===== config.mk =====
export PLATFORM = sky130hd
export DESIGN_NAME = zports
export DESIGN_NICKNAME = d
export VERILOG_FILES = /design/src/rtl/zports_pkg.sv /design/src/rtl/zports_zsync.sv /design/src/rtl/zports.sv
export SDC_FILE = /design/constraint.sdc
export NUM_CORES = 1
export LEC_CHECK = 0
export ABC_AREA = 1
export BUFFER_PORTS_ARGS = -buffer_cell sky130_fd_sc_hd__buf_2
export CAP_MARGIN = 20
export CORE_MARGIN = 1
export CORE_UTILIZATION = 45
export CTS_CLUSTER_DIAMETER = 40
export DETAILED_ROUTE_END_ITERATION = 16
export GPL_ROUTABILITY_DRIVEN = 0
export PLACE_DENSITY = 0.7
export SLEW_MARGIN = 25
export SYNTH_ARGS = -nofsm -noshare
export SYNTH_HDL_FRONTEND = slang
export SYNTH_HIERARCHICAL = 1
export SYNTH_SLANG_ARGS = --single-unit

===== constraint.sdc =====
create_clock -name fclk -period 1.9 [get_ports fclk]
set_clock_uncertainty 0.2 [all_clocks]
set_input_delay 0.475 -clock fclk [delete_from_list [all_inputs] [get_ports fclk]]
set_output_delay 0.475 -clock fclk [all_outputs]
set_load 0.03 [all_outputs]

===== src/rtl/zports_pkg.sv =====
// Shared constants for the zports register file: register indices and field positions.
package zports_pkg;

    localparam int unsigned DATA_W = 8;

    localparam logic [1:0] REG_SLADDR = 2'd0;
    localparam logic [1:0] REG_CFG    = 2'd1;
    localparam logic [1:0] REG_RST    = 2'd2;
    localparam logic [1:0] REG_INT    = 2'd3;

    localparam int unsigned CFG_WIN_LSB  = 0;
    localparam int unsigned CFG_ENA_BIT  = 2;
    localparam int unsigned CFG_W5P_BIT  = 3;
    localparam int unsigned CFG_W        = 4;

    localparam int unsigned RST_W5_BIT   = 0;
    localparam int unsigned RST_SL_BIT   = 1;

    localparam int unsigned INT_SL_BIT   = 0;
    localparam int unsigned INT_W5_BIT   = 1;
    localparam int unsigned INT_MASK_LSB = 4;

    localparam logic [DATA_W-1:0] SLADDR_RD_VAL = 8'hFF;

endpackage


===== src/rtl/zports_zsync.sv =====
// Two-flop synchroniser with async active-low reset; RST_VAL sets the reset level.
module zsync #(
    parameter logic RST_VAL = 1'b0
) (
    input  logic clk,
    input  logic rst_n,
    input  logic d,
    output logic q
);

    logic meta_q;
    logic sync_q;

    always_ff @(posedge clk or negedge rst_n) begin
        if (!rst_n) begin
            meta_q <= RST_VAL;
            sync_q <= RST_VAL;
        end else begin
            meta_q <= d;
            sync_q <= meta_q;
        end
    end

    assign q = sync_q;

endmodule


===== src/rtl/zports.sv =====
// ZX port control/status register file: write capture, CFG, chip reset timers and interrupts.
// Interrupt logic and register 3 are present only when ZPORTS_INT_EN is defined.
module zports
    import zports_pkg::*;
#(
    parameter int unsigned RST_LEN = 32
) (
    input  logic              fclk,
    input  logic              rst_n,
    input  logic              ports_wrena,
    input  logic              ports_wrstb_n,
    input  logic [1:0]        ports_addr,
    input  logic [DATA_W-1:0] ports_wrdata,
    output logic [DATA_W-1:0] ports_rddata,
    output logic [1:0]        rommap_win,
    output logic              rommap_ena,
    output logic              w5300_ports,
    output logic              w5300_rst_n,
    output logic              sl811_rst_n,
    input  logic              w5300_int_n,
    input  logic              sl811_intr,
    output logic              int_n
);

    localparam int unsigned      CNT_W    = $clog2(RST_LEN + 1);
    localparam logic [CNT_W-1:0] CNT_LOAD = CNT_W'(RST_LEN);

    logic strb_s;
    logic wrena_s;
    logic strb_prev_q;
    logic wr_stb;
    logic wr_cfg;
    logic wr_rst;
    logic wr_int;

    zsync #(.RST_VAL(1'b1)) u_sync_strb (
        .clk   (fclk),
        .rst_n (rst_n),
        .d     (ports_wrstb_n),
        .q     (strb_s)
    );

    zsync #(.RST_VAL(1'b0)) u_sync_wrena (
        .clk   (fclk),
        .rst_n (rst_n),
        .d     (ports_wrena),
        .q     (wrena_s)
    );

    always_ff @(posedge fclk or negedge rst_n) begin
        if (!rst_n) begin
            strb_prev_q <= 1'b1;
        end else begin
            strb_prev_q <= strb_s;
        end
    end

    // Addr/data are held stable by the bus for the whole strobe-low window.
    assign wr_stb = ~strb_s & strb_prev_q & wrena_s;
    assign wr_cfg = wr_stb && (ports_addr == REG_CFG);
    assign wr_rst = wr_stb && (ports_addr == REG_RST);
    assign wr_int = wr_stb && (ports_addr == REG_INT);

    logic [CFG_W-1:0] cfg_q;
    logic [CFG_W-1:0] cfg_d;

    always_comb begin
        cfg_d = cfg_q;
        if (wr_cfg) begin
            cfg_d = ports_wrdata[CFG_W-1:0];
        end
    end

    always_ff @(posedge fclk or negedge rst_n) begin
        if (!rst_n) begin
            cfg_q <= '0;
        end else begin
            cfg_q <= cfg_d;
        end
    end

    assign rommap_win  = cfg_q[CFG_WIN_LSB +: 2];
    assign rommap_ena  = cfg_q[CFG_ENA_BIT];
    assign w5300_ports = cfg_q[CFG_W5P_BIT];

    logic [CNT_W-1:0] w5_cnt_q;
    logic [CNT_W-1:0] w5_cnt_d;
    logic [CNT_W-1:0] sl_cnt_q;
    logic [CNT_W-1:0] sl_cnt_d;
    logic             w5_active;
    logic             sl_active;

    // A write while a pulse is running reloads, stretching the pulse.
    always_comb begin
        w5_cnt_d = w5_cnt_q;
        sl_cnt_d = sl_cnt_q;
        if (wr_rst && ports_wrdata[RST_W5_BIT]) begin
            w5_cnt_d = CNT_LOAD;
        end else if (w5_cnt_q != '0) begin
            w5_cnt_d = w5_cnt_q - 1'b1;
        end
        if (wr_rst && ports_wrdata[RST_SL_BIT]) begin
            sl_cnt_d = CNT_LOAD;
        end else if (sl_cnt_q != '0) begin
            sl_cnt_d = sl_cnt_q - 1'b1;
        end
    end

    always_ff @(posedge fclk or negedge rst_n) begin
        if (!rst_n) begin
            w5_cnt_q <= CNT_LOAD;
            sl_cnt_q <= CNT_LOAD;
        end else begin
            w5_cnt_q <= w5_cnt_d;
            sl_cnt_q <= sl_cnt_d;
        end
    end

    assign w5_active   = (w5_cnt_q != '0);
    assign sl_active   = (sl_cnt_q != '0);
    assign w5300_rst_n = ~w5_active;
    assign sl811_rst_n = ~sl_active;

    logic [DATA_W-1:0] int_rd;

`ifdef ZPORTS_INT_EN
    logic       w5_int_s;
    logic       sl_int_s;
    logic       w5_int_prev_q;
    logic       sl_int_prev_q;
    logic [1:0] int_set;
    logic [1:0] int_clr;
    logic [1:0] pend_q;
    logic [1:0] pend_d;
    logic [1:0] mask_q;
    logic [1:0] mask_d;
    logic       int_n_q;

    zsync #(.RST_VAL(1'b1)) u_sync_w5int (
        .clk   (fclk),
        .rst_n (rst_n),
        .d     (w5300_int_n),
        .q     (w5_int_s)
    );

    zsync #(.RST_VAL(1'b0)) u_sync_slint (
        .clk   (fclk),
        .rst_n (rst_n),
        .d     (sl811_intr),
        .q     (sl_int_s)
    );

    always_comb begin
        int_set             = '0;
        int_set[INT_SL_BIT] = sl_int_s & ~sl_int_prev_q;
        int_set[INT_W5_BIT] = ~w5_int_s & w5_int_prev_q;
        int_clr             = wr_int ? ports_wrdata[1:0] : 2'b00;
        mask_d              = wr_int ? ports_wrdata[INT_MASK_LSB +: 2] : mask_q;
        // A new edge beats a simultaneous clear so no event is lost.
        pend_d              = (pend_q & ~int_clr) | int_set;
    end

    // int_n is computed from next-state so a clear shows up one cycle after the write.
    always_ff @(posedge fclk or negedge rst_n) begin
        if (!rst_n) begin
            w5_int_prev_q <= 1'b1;
            sl_int_prev_q <= 1'b0;
            pend_q        <= '0;
            mask_q        <= '0;
            int_n_q       <= 1'b1;
        end else begin
            w5_int_prev_q <= w5_int_s;
            sl_int_prev_q <= sl_int_s;
            pend_q        <= pend_d;
            mask_q        <= mask_d;
            int_n_q       <= ~|(pend_d & mask_d);
        end
    end

    assign int_rd = {2'b00, mask_q, 2'b00, pend_q};
    assign int_n  = int_n_q;

    logic unused_ok;
    assign unused_ok = ^{ports_wrdata[7:6]};
`else
    assign int_rd = '0;
    assign int_n  = 1'b1;

    logic unused_ok;
    assign unused_ok = ^{ports_wrdata[7:4], w5300_int_n, sl811_intr, wr_int};
`endif

    always_comb begin
        ports_rddata = '0;
        case (ports_addr)
            REG_SLADDR: ports_rddata = SLADDR_RD_VAL;
            REG_CFG:    ports_rddata = {{(DATA_W-CFG_W){1'b0}}, cfg_q};
            REG_RST:    ports_rddata = {6'b0, sl_active, w5_active};
            REG_INT:    ports_rddata = int_rd;
            default:    ports_rddata = '0;
        endcase
    end

endmodule


==> impl_metrics.tcl, run 1 <==
set metrics [dict create \
    outcome "finished, violations left" \
    violations "setup timing" \
    r2r_start "sl_cnt_q[0]$_DFFE_PN0P_" \
    slowest_stage "dfrtp_1" \
    cellPowerDensity_mw_per_mm2 1360 \
    insertion_delay_ns 0.31 \
    via_per_inst 5.01 \
    syn-cell-area_sq_mm 0.00112 \
    synth_seq_cells 21 \
    cts_inserted_buffers 3 \
    grt_pass1_vias 1011 \
    finalNonFillerCells 206 \
    hold_viol 0 \
    grt_usage_pct 22.3 \
    final_cell_mix "nand2_1, buf_4, buf_2, dfrtp_1, inv_1" \
    crit_buf_inv 3 \
    initial_core_util_pct 49.4 \
    slew_viol_final 0 \
    r2r-end "sl_cnt_q[2]$_DFFE_PN0P_" \
    root_buffer "clkbuf_4" \
    syn_nets 149 \
    slowest_delay_ns 0.38 \
    crit_type "flip-flop to output port" \
    grt_overflow 0 \
    grt_pass1_wl_microns 4350 \
    setup_viol 4 \
    crit_arrival_ns 1.41 \
    clock.fmax_ghz 0.480 \
    syn_to_final_growth_pct 40.3 \
    antenna_left 0 \
    first_pass_iters 4 \
    antennaDiodeCount 0 \
    crit_start "sl_cnt_q[1]$_DFFE_PN0P_" \
    r2r_slack_ns 0.21 \
    vdd_drop_max_uv 899 \
    hold_start "ports_wrstb_n" \
    htree_levels 1 \
    cp_max_fo 3 \
    ys_top_cells_by_area "dfrtp_1, dfstp_2, nand2_1" \
    drt_wl_total_microns 2780 \
    maxCapViolations 0 \
    worstPathRequired_ns 1.22 \
    cts_tree "built" \
    dp_hpwl_microns 1730 \
    fin_hold_ws_ns 0.0392 \
    combPwrFrac_pct 53.1 \
    die_area_sq_mm 0.00270 \
    die_y_microns 52.0 \
    p_switching_mw 0.904 \
    hold_path_class "primary input to flip-flop" \
    postSynthAreaPerCell_sq_um 8.72 \
    leakagePower_nw 0.803 \
    gr-usage-met3_pct 4.39 \
    core_region_area_sq_mm 0.00228 \
    synth_warnings 6 \
    netlist.top_cell.by_area "dfrtp_1" \
    gr-usage-met1_pct 24.3 \
    gr-usage-met2_pct 42.1 \
    cp.depth 6 \
    critical_path.top_delay_family "flip-flops" \
    rsz0062_at_grt "true" \
    fin_nets 199 \
    critPathCapture "ports_rddata[1]" \
    antenna_found_initial 0 \
    fin_crit_ns 2.08 \
    ios 31 \
    final_common_cell "nand2_1" \
    switching_share_pct 42.2 \
    pre_cts_slack_ns 0.00586 \
    grt.busiest_layer "met2" \
    clock_path_buffers 2 \
    placed_cells 182 \
    period_share_pct 110 \
    drtIter0Drc 19 \
    internal-power_mw 1.24 \
    r2r_cells 7 \
    start_kind "flip-flop" \
    synth_cell_type_count 23 \
    dr_total_vias 1033 \
    worst_setup_path_end_kind "output port" \
    yosysSeqAreaShare_pct 47.3 \
    drc 0 \
    path_clk_slew_ns 0.13 \
    clkPwrFrac_pct 10.6 \
    avgRoutedWirePerCell_microns 13.5 \
    cts.sinks 21 \
    seq_power_share_pct 36.3 \
    synth_top_area_share_pct 35.6 \
    synthCells 129 \
    fin_ws_ns -0.183 \
    crit_chain "inv_1 > ha_4 > nand3_4 > clkinv_4 > o21ai_4 > buf_6" \
    fp-row-count 17 \
    drive_above_1_share_pct 46.6 \
    die_x_microns 52.0 \
    nFillCells 176 \
    portBuffers 23 \
    grt_max_degree 22 \
]
-- Yosys cell counts --
cell / n
nand4_1: 5
dfrtp_1: 16
conb_1: 1
nand2_1: 26
nor2_2: 2
inv_2: 1
nor2_1: 14
nand3_2: 2
or2_2: 2
dfstp_2: 5
clkinv_2: 1
ha_1: 4
nand3_4: 3
nand3_1: 10
inv_1: 16
a21oi_1: 1
o21ai_0: 8
nand3b_1: 2
a21oi_2: 2
or2_0: 1
buf_4: 4
nor3_1: 1
nor2_4: 2
-- metal layers --
layer | share of wire [%] | vias up
met4 | 1.0 | 0
met5 | 0 | -
li1 | - | 512
met2 | 57 | 15
met3 | 1.8 | 4
met1 | 40 | 502
-- power by group through the flow --
stage	Combinational [mW]	Sequential [mW]	Clock, mW
finish	1.14	0.779	0.226
global route	1.23	0.791	0.246
CTS	0.950	0.750	0.230
detailed placement	0.758	0.769	0
global placement	0.715	0.763	0
floorplan	0.532	0.773	0
-- state kept, by name (all words and copies together) (netlist names) --
signal / flops
u_sync_wrena/meta_q: 1
w5_cnt_q: 6
u_sync_strb/meta_q: 1
u_sync_strb/q: 1
u_sync_wrena/q: 1
cfg_q: 4
strb_prev_q: 1
sl_cnt_q: 6
-- worst min-delay path by stage --
stage	to	slack, ns	depth (start not counted)
after global routing	u_sync_strb/meta_q$_DFF_PN1_	0.03	1
after global placement	u_sync_wrena/q$_DFF_PN0_	0.13	0
final	u_sync_strb/meta_q$_DFF_PN1_	0.04	1
after detailed placement	u_sync_wrena/q$_DFF_PN0_	0.14	0
after floorplan	cfg_q[0]$_DFFE_PN0P_	-0.02	0
after CTS	u_sync_strb/meta_q$_DFF_PN1_	0.04	1
-- worst reg2reg max path, stage by stage (launching register included) --
cell and delay [ns]:
dfrtp_1 0.39, inv_2 0.06, buf_4 0.13, buf_4 0.15, ha_1 0.24, or2_2 0.29, nand4_1 0.10, inv_1 0.04
-- layout make-up --
type / count / area, sq um / share of cell area, %
clock inverters: 1 / 7.51 / 0.476
clock buffers: 3 / 22.5 / 1.43
repair buffers: 49 / 332 / 21.0
flip-flops and latches: 21 / 532 / 33.7
inverters: 18 / 75.1 / 4.76
multi-input cells: 86 / 574 / 36.4
well taps: 28 / 35.0 / 2.22
-- cell families (layout without fill, tap and decap cells) --
logic type,after synthesis,count (layout),share of synthesized area (%)
simple gates,70,70,33.6
flops,21,21,47.3
compound gates,11,11,5.56
other cells,1,1,0.333
buf+inv,22,71,8.79
fa+ha+maj,4,4,4.45
-- what timing repair did --
item / 4_1_cts / 5_1_grt
gates resized for setup: 16 / 7
pin swaps: 3 / 2
hold buffers: 1 / 0
endpoints found under the hold margin: 16 / 0
setup buffers: 11 / 8
setup endpoints to repair: 4 / 4
-- through the flow --
stage	utilization [%]	setup TNS, ns	total power [mW]	area (sq um)
6_report	69.3	-0.414	2.14	1580
5_1_grt	69.3	-0.584	2.27	1580
4_1_cts	65.0	-0.389	1.93	1480
3_5_place_dp	57.8	0	1.53	1320
3_3_place_gp	57.8	0	1.48	1320
2_1_floorplan	-	0	1.30	1150
Note: power is estimated with default switching activity, not from simulation.
==> run 2, diff against run 1 <==
- CELL_PAD_IN_SITES_DETAIL_PLACEMENT: not set -> 1
- CELL_PAD_IN_SITES_GLOBAL_PLACEMENT: not set -> 1
- CORE_UTILIZATION: 45 -> 37
- PLACE_DENSITY: 0.7 -> not set
- PLACE_DENSITY_LB_ADDON: not set -> 0.1
- SKIP_LAST_GASP: not set -> 1
==> run 2 against run 1 <==
Sequential power is 1% lower. Cell area is 1.8% lower. Sequential share of layout area is 0.71 points higher. Core utilization is 15 points lower. Largest cell class unchanged. Maximum frequency is 4.0% higher. Clock power is 5% lower. Largest power group unchanged. Non-clock buffer count is 5 lower. Critical path depth stayed put. The run ends with DRC, setup timing left. Highest routed layer is now met3.
==> impl_metrics.tcl, run 2 (synthesis results as in run 1) <==
set metrics [dict create \
    slew_viol_final 0 \
    violations "DRC, setup timing" \
    slowest_delay_ns 0.40 \
    period_share_pct 105 \
    grt_usage_pct 17.8 \
    grt_pass1_wl_microns 4510 \
    slowest_stage "dfrtp_1" \
    dr_total_vias 987 \
    cts_inserted_buffers 3 \
    fp-row-count 19 \
    clock_path_buffers 2 \
    cellPowerDensity_mw_per_mm2 1330 \
    r2r_slack_ns 0.29 \
    drt_wl_total_microns 2600 \
    cts_tree "built" \
    fin_setup_tns_ns -0.294 \
    clock.fmax_ghz 0.499 \
    htree_levels 1 \
    cts.sinks 21 \
    grt_max_degree 22 \
    antenna_found_initial 0 \
    holdPathStages 1 \
    r2r_start "w5_cnt_q[0]$_DFFE_PN0P_" \
    final_cell_mix "nand2_1, buf_4, buf_2, dfrtp_1" \
    via_per_inst 4.84 \
    initial_core_util_pct 39.8 \
    core_region_area_sq_mm 0.00283 \
    hold_start "ports_wrstb_n" \
    drive_above_1_share_pct 46.2 \
    syn_to_final_growth_pct 37.7 \
    r2r-end "w5_cnt_q[3]$_DFFE_PN0P_" \
    crit_arrival_ns 1.33 \
    dp_hpwl_microns 1810 \
    setup_viol 4 \
    pre_cts_slack_ns 0.0197 \
    reg_top3 "sl_cnt_q x6, w5_cnt_q x6, cfg_q x4" \
    crit_buf_inv 3 \
    die_y_microns 57.1 \
    crit_chain "inv_2 > ha_4 > nand3_4 > clkinv_4 > o21ai_4 > buf_6" \
    cp_max_fo 3 \
    start_kind "flip-flop" \
    antennaDiodeCount 0 \
    insertion_delay_ns 0.30 \
    fin_crit_ns 2.00 \
    critical_path.top_delay_family "flip-flops" \
    hold_end "u_sync_strb/meta_q$_DFF_PN1_" \
    fin_nets 194 \
    met1Wirelength_microns 1170 \
    hold_path_class "primary input to flip-flop" \
    final_area_sq_mm 0.00155 \
    grt_overflow 0 \
    antenna_left 0 \
    die_x_microns 57.1 \
    maxCapViolations 0 \
    die_area_sq_mm 0.00326 \
    hold_viol 0 \
    portBuffers 23 \
    met3WireLength_microns 68 \
    highest_layer "met3" \
    root_buffer "clkbuf_4" \
    outcome "finished, violations left" \
    crit_type "flip-flop to output port" \
    vdd_drop_max_uv 744 \
    wl_met2_microns 1360 \
    worstPathRequired_ns 1.22 \
    rsz0062_at_grt "true" \
    first_pass_iters 10 \
    final_common_cell "nand2_1" \
    drc 6 \
    path_clk_slew_ns 0.12 \
    grt_pass1_vias 1012 \
    leakagePower_nw 0.783 \
    place_area_sq_mm 0.00131 \
    r2r_cells 8 \
    nFillCells 344 \
    drtIter0Drc 34 \
    fin_ws_ns -0.103 \
    worst_setup_path_end_kind "output port" \
    avgRoutedWirePerCell_microns 12.8 \
    ios 31 \
]
==> run 2: what timing repair did <==
| action | CTS | global route |
|---|---|---|
| setup endpoints to repair | 4 | 4 |
| setup buffers | 10 | 5 |
| gates resized for setup | 21 | 5 |
| pin swaps | 3 | 2 |
| endpoints found under the hold margin | 16 | 0 |
| hold buffers | 1 | 0 |
==> run 2: power breakdown <==
group	leakage (nW)	switching, mW	internal (mW)
Clock	0.0177	0.137	0.0783
Combinational	0.523	0.570	0.507
Sequential	0.243	0.143	0.625
Total	0.783	0.850	1.21
==> run 2: metrics by stage <==
| step | cells | hold WS (ns) | total power [mW] | utilization, % |
|---|---|---|---|---|
| final | 204 | 0.0610 | 2.06 | 54.8 |
| after global routing | 204 | 0.0252 | 2.26 | 54.8 |
| after CTS | 199 | 0.0420 | 1.98 | 52.8 |
| after detailed placement | 184 | 0.139 | 1.53 | 46.4 |
| after global placement | 184 | 0.134 | 1.48 | 46.4 |
| after floorplan | 129 | -0.0206 | 1.30 | - |
==> run 2: routing by layer <==
metal / up-vias / track usage, %
met5: - / 0
met4: 0 / 4.18
met3: 0 / 2.72
met2: 17 / 32.1
met1: 473 / 22.3
li1: 497 / -
==> run 2: layout make-up <==
class	count	area (sq um)	area share [%]
clock inverters	1	5.00	0.323
inverters	18	75.1	4.85
repair buffers	44	300	19.4
multi-input cells	86	574	37.1
well taps	31	38.8	2.50
flip-flops and latches	21	533	34.4
clock buffers	3	22.5	1.45
==> run 2: worst register-to-register path, stage by stage, from the launching register on <==
cell and delay, ns:
dfrtp_1 0.41, inv_2 0.09, ha_4 0.14, nand3_4 0.08, buf_4 0.14, buf_4 0.12, buf_4 0.15, a21oi_1 0.14
nor2_1 0.05
==> run 2: worst max path at each step <==
stage | start | slack (ns) | endpoint | cells after the start
floorplan | w5_cnt_q[0]$_DFFE_PN0P_ | 0.005 | ports_rddata[0] | 5
global placement | ports_addr[0] | 0.04 | ports_rddata[0] | 5
detailed placement | ports_addr[0] | 0.02 | ports_rddata[1] | 5
CTS | sl_cnt_q[5]$_DFFE_PN1P_ | -0.13 | ports_rddata[1] | 5
global route | sl_cnt_q[1]$_DFFE_PN0P_ | -0.19 | ports_rddata[1] | 6
finish | sl_cnt_q[1]$_DFFE_PN0P_ | -0.10 | ports_rddata[1] | 6
